**src/rtl/uart_pkg.sv**
```systemverilog
`default_nettype none
// ============================================================================
//  Module   : uart_pkg
//  Purpose  : Shared sizing constants and types for the UART receive path.
//             Supplies the default byte width, receive FIFO depth and
//             interrupt threshold, plus an occupancy-count type wide enough
//             to hold 0..RX_FIFO_DEPTH.
//  Revision : 1.0  initial release
// ============================================================================
package uart_pkg;

    localparam int UART_DATA_W    = 8;
    localparam int RX_FIFO_DEPTH  = 16;
    localparam int RX_FIFO_THRESH = 8;

    // One extra bit so that "completely full" (== DEPTH) is representable.
    typedef logic [$clog2(RX_FIFO_DEPTH):0] fifo_cnt_t;

endpackage : uart_pkg
`default_nettype wire

```
**src/rtl/uart_fifo_mem.sv**
```systemverilog
`default_nettype none
// ============================================================================
//  Module   : uart_fifo_mem
//  Purpose  : DEPTH x DATA_W dual-port storage for the receive FIFO.
//             Synchronous write port; registered read port whose output
//             register updates only on a read enable and otherwise holds.
//  Ports    : clk, reset      - clock, asynchronous active-low reset
//             i_wr_en         - write strobe
//             i_wr_addr       - write address
//             i_wr_data       - write data
//             i_rd_en         - read strobe (loads the output register)
//             i_rd_addr       - read address
//             o_rd_data       - registered read data (reset to 0)
//  Revision : 1.0  initial release
// ============================================================================
module uart_fifo_mem
    import uart_pkg::*;
#(
    parameter int DATA_W = UART_DATA_W,
    parameter int DEPTH  = RX_FIFO_DEPTH
) (
    input  logic                     clk,
    input  logic                     reset,
    input  logic                     i_wr_en,
    input  logic [$clog2(DEPTH)-1:0] i_wr_addr,
    input  logic [DATA_W-1:0]        i_wr_data,
    input  logic                     i_rd_en,
    input  logic [$clog2(DEPTH)-1:0] i_rd_addr,
    output logic [DATA_W-1:0]        o_rd_data
);

    logic [DATA_W-1:0] r_mem [DEPTH];
    logic [DATA_W-1:0] r_rd_data;

    // Storage is deliberately not reset; only the output register is.
    always_ff @(posedge clk) begin
        if (i_wr_en) begin
            r_mem[i_wr_addr] <= i_wr_data;
        end
    end

    // Read-before-write on an address collision: when the FIFO is full and
    // a push and pop land together, the pop must return the oldest byte,
    // which is exactly the value still in the array before this edge.
    always_ff @(posedge clk or negedge reset) begin
        if (!reset) begin
            r_rd_data <= '0;
        end else if (i_rd_en) begin
            r_rd_data <= r_mem[i_rd_addr];
        end
    end

    assign o_rd_data = r_rd_data;

endmodule : uart_fifo_mem
`default_nettype wire

```
**src/rtl/uart_rx_fifo.sv**
```systemverilog
`default_nettype none
// ============================================================================
//  Module   : uart_rx_fifo
//  Purpose  : Receive buffer between the UART bit receiver and the MCU bus.
//             Captures one byte per rising edge of rx_done into a circular
//             FIFO and hands bytes out through a registered pop handshake,
//             with occupancy, level interrupt and sticky overflow status.
//  Ports    : clk           - system clock
//             reset         - asynchronous active-low reset
//             rx_done       - byte-complete strobe (may be several clks wide)
//             rx_data       - received byte, valid while rx_done is high
//             rd_en         - pop request
//             rd_data       - popped byte (registered, holds between pops)
//             rd_valid      - one-cycle pulse after an accepted pop
//             empty / full  - occupancy == 0 / == DEPTH
//             count         - occupancy 0..DEPTH
//             irq_level     - count >= THRESH
//             overflow      - sticky: a byte was dropped
//             clr_overflow  - clears overflow (a same-cycle drop wins)
//  Revision : 1.0  initial release
// ============================================================================
module uart_rx_fifo
    import uart_pkg::*;
#(
    parameter int DATA_W = UART_DATA_W,
    parameter int DEPTH  = RX_FIFO_DEPTH,
    parameter int THRESH = RX_FIFO_THRESH
) (
    input  logic                   clk,
    input  logic                   reset,
    input  logic                   rx_done,
    input  logic [DATA_W-1:0]      rx_data,
    input  logic                   rd_en,
    output logic [DATA_W-1:0]      rd_data,
    output logic                   rd_valid,
    output logic                   empty,
    output logic                   full,
    output logic [$clog2(DEPTH):0] count,
    output logic                   irq_level,
    output logic                   overflow,
    input  logic                   clr_overflow
);

    localparam int ADDR_W = $clog2(DEPTH);
    localparam int CNT_W  = ADDR_W + 1;

    localparam logic [CNT_W-1:0] c_full_cnt   = CNT_W'(DEPTH);
    localparam logic [CNT_W-1:0] c_thresh_cnt = CNT_W'(THRESH);

    logic [ADDR_W-1:0] r_wr_ptr;
    logic [ADDR_W-1:0] r_rd_ptr;
    logic [CNT_W-1:0]  r_count;
    logic              r_rx_done_q;
    logic              r_rd_valid;
    logic              r_overflow;

    logic w_empty;
    logic w_full;
    logic w_push;
    logic w_pop;
    logic w_wr_accept;
    logic w_drop;

    assign w_empty = (r_count == '0);
    assign w_full  = (r_count == c_full_cnt);

    // One push per strobe, however long rx_done stays high.
    assign w_push = rx_done & ~r_rx_done_q;
    assign w_pop  = rd_en & ~w_empty;

    // A same-cycle pop frees the slot the push needs, so a full FIFO only
    // drops when nothing is being read out.
    assign w_wr_accept = w_push & (~w_full | w_pop);
    assign w_drop      = w_push & w_full & ~w_pop;

    always_ff @(posedge clk or negedge reset) begin
        if (!reset) begin
            r_wr_ptr    <= '0;
            r_rd_ptr    <= '0;
            r_count     <= '0;
            // Held high so a strobe already asserted at reset release is
            // not mistaken for a fresh byte.
            r_rx_done_q <= 1'b1;
            r_rd_valid  <= 1'b0;
            r_overflow  <= 1'b0;
        end else begin
            r_rx_done_q <= rx_done;
            r_rd_valid  <= w_pop;

            if (w_wr_accept) begin
                r_wr_ptr <= r_wr_ptr + ADDR_W'(1);
            end
            if (w_pop) begin
                r_rd_ptr <= r_rd_ptr + ADDR_W'(1);
            end

            case ({w_wr_accept, w_pop})
                2'b10:   r_count <= r_count + CNT_W'(1);
                2'b01:   r_count <= r_count - CNT_W'(1);
                default: r_count <= r_count;
            endcase

            if (w_drop) begin
                r_overflow <= 1'b1;
            end else if (clr_overflow) begin
                r_overflow <= 1'b0;
            end
        end
    end

    uart_fifo_mem #(
        .DATA_W (DATA_W),
        .DEPTH  (DEPTH)
    ) u_mem (
        .clk       (clk),
        .reset     (reset),
        .i_wr_en   (w_wr_accept),
        .i_wr_addr (r_wr_ptr),
        .i_wr_data (rx_data),
        .i_rd_en   (w_pop),
        .i_rd_addr (r_rd_ptr),
        .o_rd_data (rd_data)
    );

    assign rd_valid  = r_rd_valid;
    assign empty     = w_empty;
    assign full      = w_full;
    assign count     = r_count;
    assign irq_level = (r_count >= c_thresh_cnt);
    assign overflow  = r_overflow;

endmodule : uart_rx_fifo
`default_nettype wire

```
**config.mk**
```make
export PLATFORM = sky130hd
export DESIGN_NAME = uart_rx_fifo
export DESIGN_NICKNAME = d
export VERILOG_FILES = /design/src/rtl/uart_pkg.sv /design/src/rtl/uart_fifo_mem.sv /design/src/rtl/uart_rx_fifo.sv
export SDC_FILE = /design/constraint.sdc
export NUM_CORES = 1
export LEC_CHECK = 0
export ABC_AREA = 0
export BUFFER_PORTS_ARGS = -buffer_cell sky130_fd_sc_hd__buf_2
export CAP_MARGIN = 20
export CORE_ASPECT_RATIO = 1.25
export CORE_MARGIN = 3
export CORE_UTILIZATION = 55
export CTS_BUF_LIST = sky130_fd_sc_hd__clkbuf_4
export CTS_CLUSTER_DIAMETER = 80
export DETAILED_ROUTE_END_ITERATION = 10
export HOLD_SLACK_MARGIN = 0.08
export PLACE_DENSITY = 0.73
export SKIP_CTS_REPAIR_TIMING = 1
export SLEW_MARGIN = 15
export SYNTH_ARGS = -nofsm -noshare
export SYNTH_HDL_FRONTEND = slang
export SYNTH_SLANG_ARGS = --single-unit
```
**constraint.sdc**
```tcl
create_clock -name clk -period 6.59 [get_ports clk]
set_clock_uncertainty 0.05 [all_clocks]
set_input_delay 0.659 -clock clk [delete_from_list [all_inputs] [get_ports clk]]
set_output_delay 0.659 -clock clk [all_outputs]
set_load 0.005 [all_outputs]
```
==> flow_summary.yaml, run 1 <==
detailed_routing:
  vias: 3064
  drc: 0
  dr.pass1.iters: 4
  drt_iter0_drc: 212
  routed_wl_mm: 11.47
  ant_nets: 0
  wl_per_cell_um: 22.72
  viasPerCell: 6.067
synth:
  yosysUniqueCellTypes: 39
  synthesis.nets: 347
  yosys_warnings: 0
  synth_area_mm2: 0.006117
  syn_avg_cell_area_um2: 18.71
  synthTopCellsByArea: "edfxtp_1 63%, mux4_2 12%, dfrtp_1 9.4%"
  synthCells: 327
  seq_area_frac_synth_pct: 72.67
  async_reset_ff_share_pct: 15.79
  yosys_most_used_dff: "edfxtp_1"
  synth_seq_cells: 152
  yosys.area.top_type: "edfxtp_1"
  yosysTopAreaCellShare_pct: 62.83
  synth_edf_count: 128
setup_path:
  crit_family: "simple AND/OR/NAND/NOR gates"
  worst_ep_arrival_time_ns: 2.90
  crit_buf_inv: 0
  crit_path_cell_trace: "nor4_4, a31oi_1, nand2_1, nor3_1"
  worstPathRequired_ns: 6.69
  end_kind: "register"
  path_max_fanout: 9
  crit_type: "reg -> reg"
  startpoint_type: "register"
  slowest_stage: "nor3_1"
  max_stage_delay_ns: 0.82
clock_network:
  cts_buffers: 17
  clock_path_buffers: 2
  cts_root_buffer: "clkbuf_4"
  clock_latency_ns: 0.52
  clk_pin_slew_ns: 0.12
  tritoncts: "yes"
  cts_htree_levels: 4
  clock_sinks: 152
timing:
  setup_tns_ns: 0
  fin_crit_ns: 2.797
  slew_headroom_pct: 31.61
  fmax_mhz: 357.6
  setup_viol: 0
  rsz0062_at_grt: "no"
  tightestPinTransition_ns: 1.018
  fin_crit_sh_pct: 42.44
  hold_violations: 0
  final_max_slew_viol_count: 0
  whs_ns: 0.2050
floorplan:
  dieArea_mm2: 0.01243
  initial_core_util_pct: 57.06
  ioPinCount: 31
  core_mm2: 0.01072
  die_h_um: 123.9
  core.rowCount: 42
  die_x_um: 100.3
power:
  power_mw: 2.626
  pwr-share-seq_pct: 49.8
  combPwrFrac_pct: 27.7
  swShare_pct: 31.54
  p_leak_nw: 2.224
  power_density_mw_per_mm2: 393.1
  p_switching_mw: 0.8282
  p_int_mw: 1.797
  ir_drop_uv: 209.3
  pwr-share-clk_pct: 22.5
final_layout:
  final_cell_area_mm2: 0.006679
  num-nets-final: 380
  area_delta_synth_final_pct: 9.184
  fill_cells: 777
  ff_latch_area_mm2: 0.004448
  multi_input_comb_area_mm2: 0.001549
  antenna_cells: 0
  fin_cells: 505
  drive_above_1_share_pct: 31.90
global_route:
  grt_pass1_wl_mm: 17.41
  overflow: 0
  antenna_found_initial: 0
  grt_max_degree: 35
  grt_use_met2_pct: 33.04
  grtUsageTotal_pct: 19.89
  busiest_layer: "met2"
  grt_pass1_vias: 3132
  gr-usage-met3_pct: 4.930
  use_met1_pct: 24.80
hold_path:
  hold_path_class: "in -> reg"
place:
  io_buffers: 30
  dp_cells: 470
  gp_congestion: 0.9141
  placed_cell_area_mm2: 0.006345
  dpl.hpwl_mm: 7.340
status:
  status: "finished, final reports clean"
flow_run:
  maxCapViolCount: 0
-- power by group through the flow --
stage          logic (mW)  registers (mW)  clock network (mW)
3_3_place_gp        0.717            1.33                   0
2_1_floorplan       0.617            1.22                   0
4_1_cts             0.736            1.31               0.605
3_5_place_dp        0.730            1.33                   0
5_1_grt             0.790            1.32               0.643
6_report            0.728            1.31               0.591
-- path summary, 6_finish.rpt --
path / start / endpoint / slack (ns) / cells past startpoint
max in group asynchronous: reset / r_rd_ptr[3]$_DFFE_PN0P_ / 5.50 / 2
max reg2reg: count[1]$_DFFE_PN0P_ / u_mem.r_mem[2][2]$_DFFE_PP_ / 3.79 / 4
min: rx_done / r_rx_done_q$_DFF_PN1_ / 0.20 / 1
min in group asynchronous: reset / count[4]$_DFFE_PN0P_ / 0.59 / 2
min reg2reg: overflow$_DFFE_PN0P_ / overflow$_DFFE_PN0P_ / 0.47 / 1
max: count[1]$_DFFE_PN0P_ / u_mem.r_mem[2][2]$_DFFE_PP_ / 3.79 / 4
-- final cells by class --
class	instances	share of cell area, %
Sequential cell	152	66.60
Multi-Input combinational cell	148	23.19
Timing Repair Buffer	35	2.773
Clock inverter	14	2.604
Tap cell	132	2.473
Clock buffer	18	2.023
Inverter	6	0.3372
-- flip-flops by register name, summed over array words and instances, names as in the netlist --
register         cells
rd_valid             1
r_wr_ptr             4
overflow             1
u_mem.o_rd_data      8
count                5
u_mem.r_mem        128
r_rx_done_q          1
r_rd_ptr             4
-- stage by stage --
stage               util [%]  worst slack (ns)
global route           62.30             3.553
finish                 62.30             3.793
CTS                    62.07             3.622
global placement       59.19             3.517
floorplan                  -             4.004
detailed placement     59.19             3.362
-- metal layers --
layer	part of all wire (%)	up-vias	wire, um
met5	0	-	0
met4	2.3	0	263
met3	5.1	14	584
met2	53	104	6106
met1	39	1559	4518
li1	-	1387	-
-- cells in the final DEF, fill, tap and decap left out, drive strengths merged, types with 4 or more instances in the layout --
cell type / n
clkbuf: 18
o22ai: 16
nor3: 7
nand2: 7
buf: 34
mux4: 32
mux2: 11
clkinv: 7
edfxtp: 128
dfrtp: 23
xnor2: 6
nor2: 15
a21oi: 11
ha: 7
inv: 9
nand2b: 4
-- synth_stat cells, drive strengths merged (4+ instances only) --
cell and instances:
xnor2 6, o22ai 16, mux4 32, dfrtp 23, ha 7, nor3 7, nand2 7, nand2b 4
nor2 15, buf 12, inv 6, mux2 11, a21oi 11, edfxtp 128, clkbuf 9
-- worst reg2reg max path, stage by stage (launching register included) --
cell     delay (ns)
dfrtp_1        0.58
nor4_4         0.12
a31oi_1        0.65
nand2_1        0.22
nor3_1         0.82
-- logic make-up (layout without fill, tap and decap cells) --
group,Yosys count,in the layout,share of synthesized area [%]
flops,152,152,72.67
simple gates,48,48,4.193
mux,43,43,13.81
compound gates,41,41,4.520
buf+inv,27,73,2.086
xor+xnor,9,9,1.289
fa+ha+maj,7,7,1.432
(Power assumes the default switching activity.)
==> run 2: changes to the inputs <==
--- a/config.mk
+++ b/config.mk
@@ -5,7 +5,7 @@
 export SDC_FILE = /design/constraint.sdc
 export NUM_CORES = 1
 export LEC_CHECK = 0
-export ABC_AREA = 0
+export ABC_AREA = 1
 export BUFFER_PORTS_ARGS = -buffer_cell sky130_fd_sc_hd__buf_2
 export CAP_MARGIN = 20
 export CORE_ASPECT_RATIO = 1.25
==> constraint.sdc (replaced) <==
create_clock -name clk -period 2.6 [get_ports clk]
set_clock_uncertainty 0.05 [all_clocks]
set_input_delay 0.26 -clock clk [delete_from_list [all_inputs] [get_ports clk]]
set_output_delay 0.26 -clock clk [all_outputs]
set_load 0.005 [all_outputs]
==> flow_summary.yaml, run 2 <==
floorplan:
  initial_core_util_pct: 56.59
  core.rowCount: 43
  die_h_um: 126.0
  dieArea_mm2: 0.01284
  ioPinCount: 31
  core_mm2: 0.01119
  die_x_um: 102.0
final_layout:
  largest_reg_flops: 128
  num-nets-final: 584
  drive_above_1_share_pct: 16.12
  final_cell_mix: "128 x edfxtp_1, 123 x nor2_1, 74 x o21ai_0"
  fin_cells: 713
  final_common_cell: "edfxtp_1"
  top_register: "u_mem.r_mem"
  area_delta_synth_final_pct: 10.31
timing:
  rsz0062_at_grt: "no"
  setup_viol: 0
  setup_tns_ns: 0
  tightestPinTransition_ns: 0.7019
  fin_crit_ns: 2.146
  final_max_slew_viol_count: 0
  slew_headroom_pct: 53.04
  hold_violations: 0
  fin_crit_sh_pct: 82.52
  fmax_mhz: 466.1
setup_path:
  crit_path_cell_trace: "nor2_2, nand3_4, nand2_4, nand2_2, nand3_4, inv_4, nand2_1, nor2_1"
  rrSetupSlack_ns: 0.45
  startpoint_type: "register"
  crit_top_cell: "nand3_4"
  crit_type: "reg -> reg"
  max_stage_delay_ns: 0.56
  r2r_start: "count[0]$_DFFE_PN0P_"
  rr_endpoint: "u_mem.r_mem[14][0]$_DFFE_PP_"
  crit_buf_inv: 1
  worst_ep_arrival_time_ns: 2.25
  slowest_stage: "nor2_1"
  path_max_fanout: 8
  crit_family: "simple AND/OR/NAND/NOR gates"
  r2r_cells: 8
  end_kind: "register"
  worstPathRequired_ns: 2.71
clock_network:
  clock_latency_ns: 0.53
  tritoncts: "yes"
  clock_path_buffers: 2
  cts_buffers: 17
  cts_htree_levels: 4
  clock_sinks: 152
  cts_root_buffer: "clkbuf_4"
  clk_pin_slew_ns: 0.13
detailed_routing:
  drt_iter0_drc: 369
  vias: 4163
  routed_wl_mm: 14.28
  viasPerCell: 5.839
  ant_nets: 0
  dr.pass1.iters: 7
  wl_per_cell_um: 20.03
  drc: 0
global_route:
  overflow: 0
  grt_pass1_wl_mm: 21.77
  grt_max_degree: 51
  antenna_found_initial: 1
  grtUsageTotal_pct: 23.18
  grt_pass1_vias: 4087
hold_path:
  min_to: "u_mem.r_mem[0][4]$_DFFE_PP_"
  hold-path-cell-count: 1
  min_from: "rx_data[4]"
  hold_path_class: "in -> reg"
synth:
  syn_avg_cell_area_um2: 12.11
  synth_seq_cells: 152
  yosysUniqueCellTypes: 29
  yosysTopAreaCellShare_pct: 60.70
  synth_area_mm2: 0.006332
  synthCells: 523
  yosys_most_used_dff: "edfxtp_1"
  yosys_warnings: 0
  synthesis.nets: 543
  yosysMostFrequentCell: "edfxtp_1"
  seq_area_frac_synth_pct: 70.20
  synth_top_cells_by_count: "128 x edfxtp_1, 123 x nor2_1, 74 x o21ai_0, 32 x o211ai_1, 30 x nand2_1"
  async_reset_ff_share_pct: 15.79
  yosys.area.top_type: "edfxtp_1"
  synth_edf_count: 128
  synthTopCellsByArea: "edfxtp_1 61%, dfrtp_1 9.1%, nor2_1 7.3%"
status:
  status: "finished, final reports clean"
power:
  power_mw: 7.133
  ir_drop_uv: 492.5
  power_density_mw_per_mm2: 1021
  p_leak_nw: 2.517
place:
  gp_congestion: 0.8147
  dp_cells: 672
  dpl.hpwl_mm: 8.763
  io_buffers: 30
flow_run:
  maxCapViolCount: 0
run 2: area by class of cell:
type | instances | area (um2)
clock buffers | 27 | 202.7
repair buffers | 49 | 325.3
clock inverters | 5 | 98.84
fillers | 885 | 4205
diodes | 1 | 2.502
well taps | 135 | 168.9
flip-flops and latches | 152 | 4448
multi-input cells | 319 | 1643
inverters | 25 | 96.34
run 2: through the flow:
stage                     utilization (%)  area (um2)  hold slack, ns  setup slack (ns)
after detailed placement            58.99        6601          0.2602            0.5208
after global routing                62.42        6985         0.08095            0.2572
final                               62.42        6985          0.1286            0.4544
after global placement              58.99        6601          0.2377            0.6060
after floorplan                         -        6332        -0.08559            0.7769
after CTS                           61.68        6903         -0.3377            0.4119
run 2: logic make-up after synthesis:
logic type	count (synthesis)	synth area share, %
AOI/OAI and AO/OA	117	10.69
xor gates and xnor gates	8	1.107
adders and majority gates	7	1.383
buffers and inverters	52	3.853
DFF	152	70.20
and+or+nand+nor	187	12.76
run 2: how the worst max path moves through the flow:
stage	cells after the start	slack, ns	to	start
4_1_cts	8	0.41	u_mem.r_mem[14][0]$_DFFE_PP_	count[0]$_DFFE_PN0P_
6_report	8	0.45	u_mem.r_mem[14][0]$_DFFE_PP_	count[0]$_DFFE_PN0P_
5_1_grt	8	0.26	u_mem.r_mem[14][0]$_DFFE_PP_	count[0]$_DFFE_PN0P_
2_1_floorplan	8	0.78	u_mem.r_mem[0][0]$_DFFE_PP_	count[0]$_DFFE_PN0P_
3_3_place_gp	8	0.61	u_mem.r_mem[7][2]$_DFFE_PP_	count[3]$_DFFE_PN0P_
3_5_place_dp	8	0.52	u_mem.r_mem[0][1]$_DFFE_PP_	count[3]$_DFFE_PN0P_
run 2: metal layers:
| layer | routed length (um) | global-route usage (%) |
|---|---|---|
| met2 | 7316 | 37.73 |
| met5 | 0 | 0 |
| met1 | 5776 | 30.27 |
| met4 | 263 | 8.417 |
| met3 | 923 | 5.596 |
run 2: power by group:
group	total (mW)	internal, mW	switching [mW]	leakage [nW]
Combinational	2.43	0.830	1.60	0.915
Clock	1.52	0.773	0.746	0.172
Sequential	3.18	2.92	0.270	1.43
Total	7.13	4.52	2.61	2.52
==> run 3: changes to the inputs <==
--- a/config.mk
+++ b/config.mk
@@ -5,7 +5,7 @@
 export SDC_FILE = /design/constraint.sdc
 export NUM_CORES = 1
 export LEC_CHECK = 0
-export ABC_AREA = 1
+export ABC_AREA = 0
 export BUFFER_PORTS_ARGS = -buffer_cell sky130_fd_sc_hd__buf_2
 export CAP_MARGIN = 20
 export CORE_ASPECT_RATIO = 1.25
@@ -15,7 +15,7 @@
 export CTS_CLUSTER_DIAMETER = 80
 export DETAILED_ROUTE_END_ITERATION = 10
 export HOLD_SLACK_MARGIN = 0.08
-export PLACE_DENSITY = 0.73
+export PLACE_DENSITY = 0.76
 export SKIP_CTS_REPAIR_TIMING = 1
 export SLEW_MARGIN = 15
 export SYNTH_ARGS = -nofsm -noshare
==> constraint.sdc (replaced) <==
create_clock -name clk -period 1.73 [get_ports clk]
set_clock_uncertainty 0.05 [all_clocks]
set_input_delay 0.173 -clock clk [delete_from_list [all_inputs] [get_ports clk]]
set_output_delay 0.173 -clock clk [all_outputs]
set_load 0.005 [all_outputs]
==> flow_summary.yaml, run 3 (synthesized netlist as in run 1, its figures left out) <==
power:
  p_switching_mw: 3.616
  power_density_mw_per_mm2: 1431
  pwr-share-clk_pct: 19.7
  ir_drop_uv: 751.0
  swShare_pct: 33.46
  pwr-share-seq_pct: 43.4
  p_leak_nw: 2.601
  combPwrFrac_pct: 36.9
  p_int_mw: 7.192
  power_mw: 10.81
floorplan:
  initial_core_util_pct: 57.06
  ioPinCount: 31
  die_h_um: 123.9
  dieArea_mm2: 0.01243
  core_mm2: 0.01072
  die_x_um: 100.3
  core.rowCount: 42
setup_path:
  max_stage_delay_ns: 0.56
  crit_top_cell: "buf_6"
  crit_family: "simple AND/OR/NAND/NOR gates"
  startpoint_type: "register"
  end_kind: "primary output"
  slowest_stage: "or4_4"
  crit_path_cell_trace: "buf_6, or4_4, buf_6, nor2_4, buf_2"
  worst_ep_arrival_time_ns: 1.98
  path_max_fanout: 5
  worstPathRequired_ns: 1.51
  crit_type: "reg -> out"
  crit_buf_inv: 3
global_route:
  grt_max_degree: 34
  overflow: 0
  grtUsageTotal_pct: 20.73
  grt_pass1_vias: 3323
  antenna_found_initial: 0
  grt_pass1_wl_mm: 18.45
final_layout:
  largest_reg_flops: 128
  num-nets-final: 445
  top_register: "u_mem.r_mem"
  final_common_cell: "edfxtp_1"
  antenna_cells: 0
  drive_above_1_share_pct: 45.21
  area_delta_synth_final_pct: 23.42
  final_cell_mix: "128 x edfxtp_1, 33 x buf_4, 32 x mux4_2"
detailed_routing:
  drc: 0
  viasPerCell: 5.828
  wl_per_cell_um: 20.74
  routed_wl_mm: 11.82
  drt_iter0_drc: 235
  ant_nets: 0
  vias: 3322
  dr.pass1.iters: 5
timing:
  rsz0062_at_grt: "yes"
  whs_ns: 0.1154
  finalWorstSetupSlack_ns: -0.4742
  setup_viol: 149
  fin_crit_sh_pct: 127.4
  hold_violations: 0
  final_max_slew_viol_count: 0
  fin_crit_ns: 2.204
  tightestPinTransition_ns: 0.6013
  slew_headroom_pct: 59.91
  fmax_mhz: 453.7
clock_network:
  cts_root_buffer: "clkbuf_4"
  cts_htree_levels: 4
  clk_pin_slew_ns: 0.15
  cts_buffers: 17
  clock_latency_ns: 0.53
  clock_sinks: 152
  clock_path_buffers: 2
  tritoncts: "yes"
place:
  io_buffers: 30
  dpl.hpwl_mm: 8.080
  gp_congestion: 0.8927
hold_path:
  hold_path_class: "in -> async"
flow_run:
  maxCapViolCount: 0
status:
  status: "complete, but fails checks"
  violations: "setup timing"
[run 3: changes by cell type in the layout (fill, tap and decap cells not counted), moves of 15 or more]
cell      change
nor2_1      -120
o21ai_0      -73
mux4_2       +32
o211ai_1     -31
nand2_1      -25
buf_4        +23
o22ai_1      +15
[run 3: metrics by stage]
stage / utilization [%] / area (um2) / TNS [ns] / instances / worst slack (ns)
floorplan: - / 6222 / -39.46 / 327 / -0.4495
global placement: 65.49 / 7020 / -27.07 / 519 / -0.2609
detailed placement: 65.49 / 7020 / -31.05 / 519 / -0.3197
CTS: 68.27 / 7318 / -36.05 / 551 / -0.6486
global route: 70.42 / 7550 / -45.09 / 570 / -0.5694
finish: 70.42 / 7550 / -33.59 / 570 / -0.4742
[run 3: routing by layer]
layer	wire length, um	vias to the layer above	GRT usage, %
met5	0	-	0
met3	598	17	4.202
met1	4564	1689	26.27
met4	179	0	7.666
li1	-	1515	-
met2	6476	101	35.61
[run 3: worst paths after layout]
check                                      from                             end  slack [ns]  cells past startpoint
max in group asynchronous                 reset         r_rd_ptr[2]$_DFFE_PN0P_        1.08                      2
max reg2reg                count[3]$_DFFE_PN0P_            count[4]$_DFFE_PN0P_       -0.45                      9
min                                       reset  u_mem.o_rd_data[0]$_DFFE_PN0P_        0.12                      2
min in group clk                          rd_en            count[4]$_DFFE_PN0P_        0.12                      5
min reg2reg                overflow$_DFFE_PN0P_            overflow$_DFFE_PN0P_        0.48                      1
max                        count[0]$_DFFE_PN0P_                            full       -0.47                      5
[run 3: worst reg2reg max path, stage by stage (launching register included)]
cell and delay, ns:
dfrtp_1 0.41, buf_4 0.14, nor4_4 0.31, a211oi_2 0.13, xor2_1 0.16, ha_2 0.21, o31a_1 0.25, nor4_2 0.19
nor3_1 0.09, o21bai_1 0.15
[run 3: power by group through the flow]
stage | Combinational (mW) | Sequential, mW | Clock [mW]
2_1_floorplan | 2.52 | 4.66 | 0
3_3_place_gp | 3.63 | 4.75 | 0
3_5_place_dp | 3.71 | 4.77 | 0
4_1_cts | 3.72 | 4.69 | 2.17
5_1_grt | 4.33 | 4.74 | 2.37
6_report | 3.99 | 4.69 | 2.13
[run 3: layout make-up]
type / count / area (um2)
Clock inverter: 15 / 170.2
Multi-Input combinational cell: 148 / 1703
Tap cell: 132 / 165.2
Clock buffer: 17 / 127.6
Inverter: 6 / 22.52
Sequential cell: 152 / 4447
Timing Repair Buffer: 100 / 914.6
Fill cell: 664 / 3171
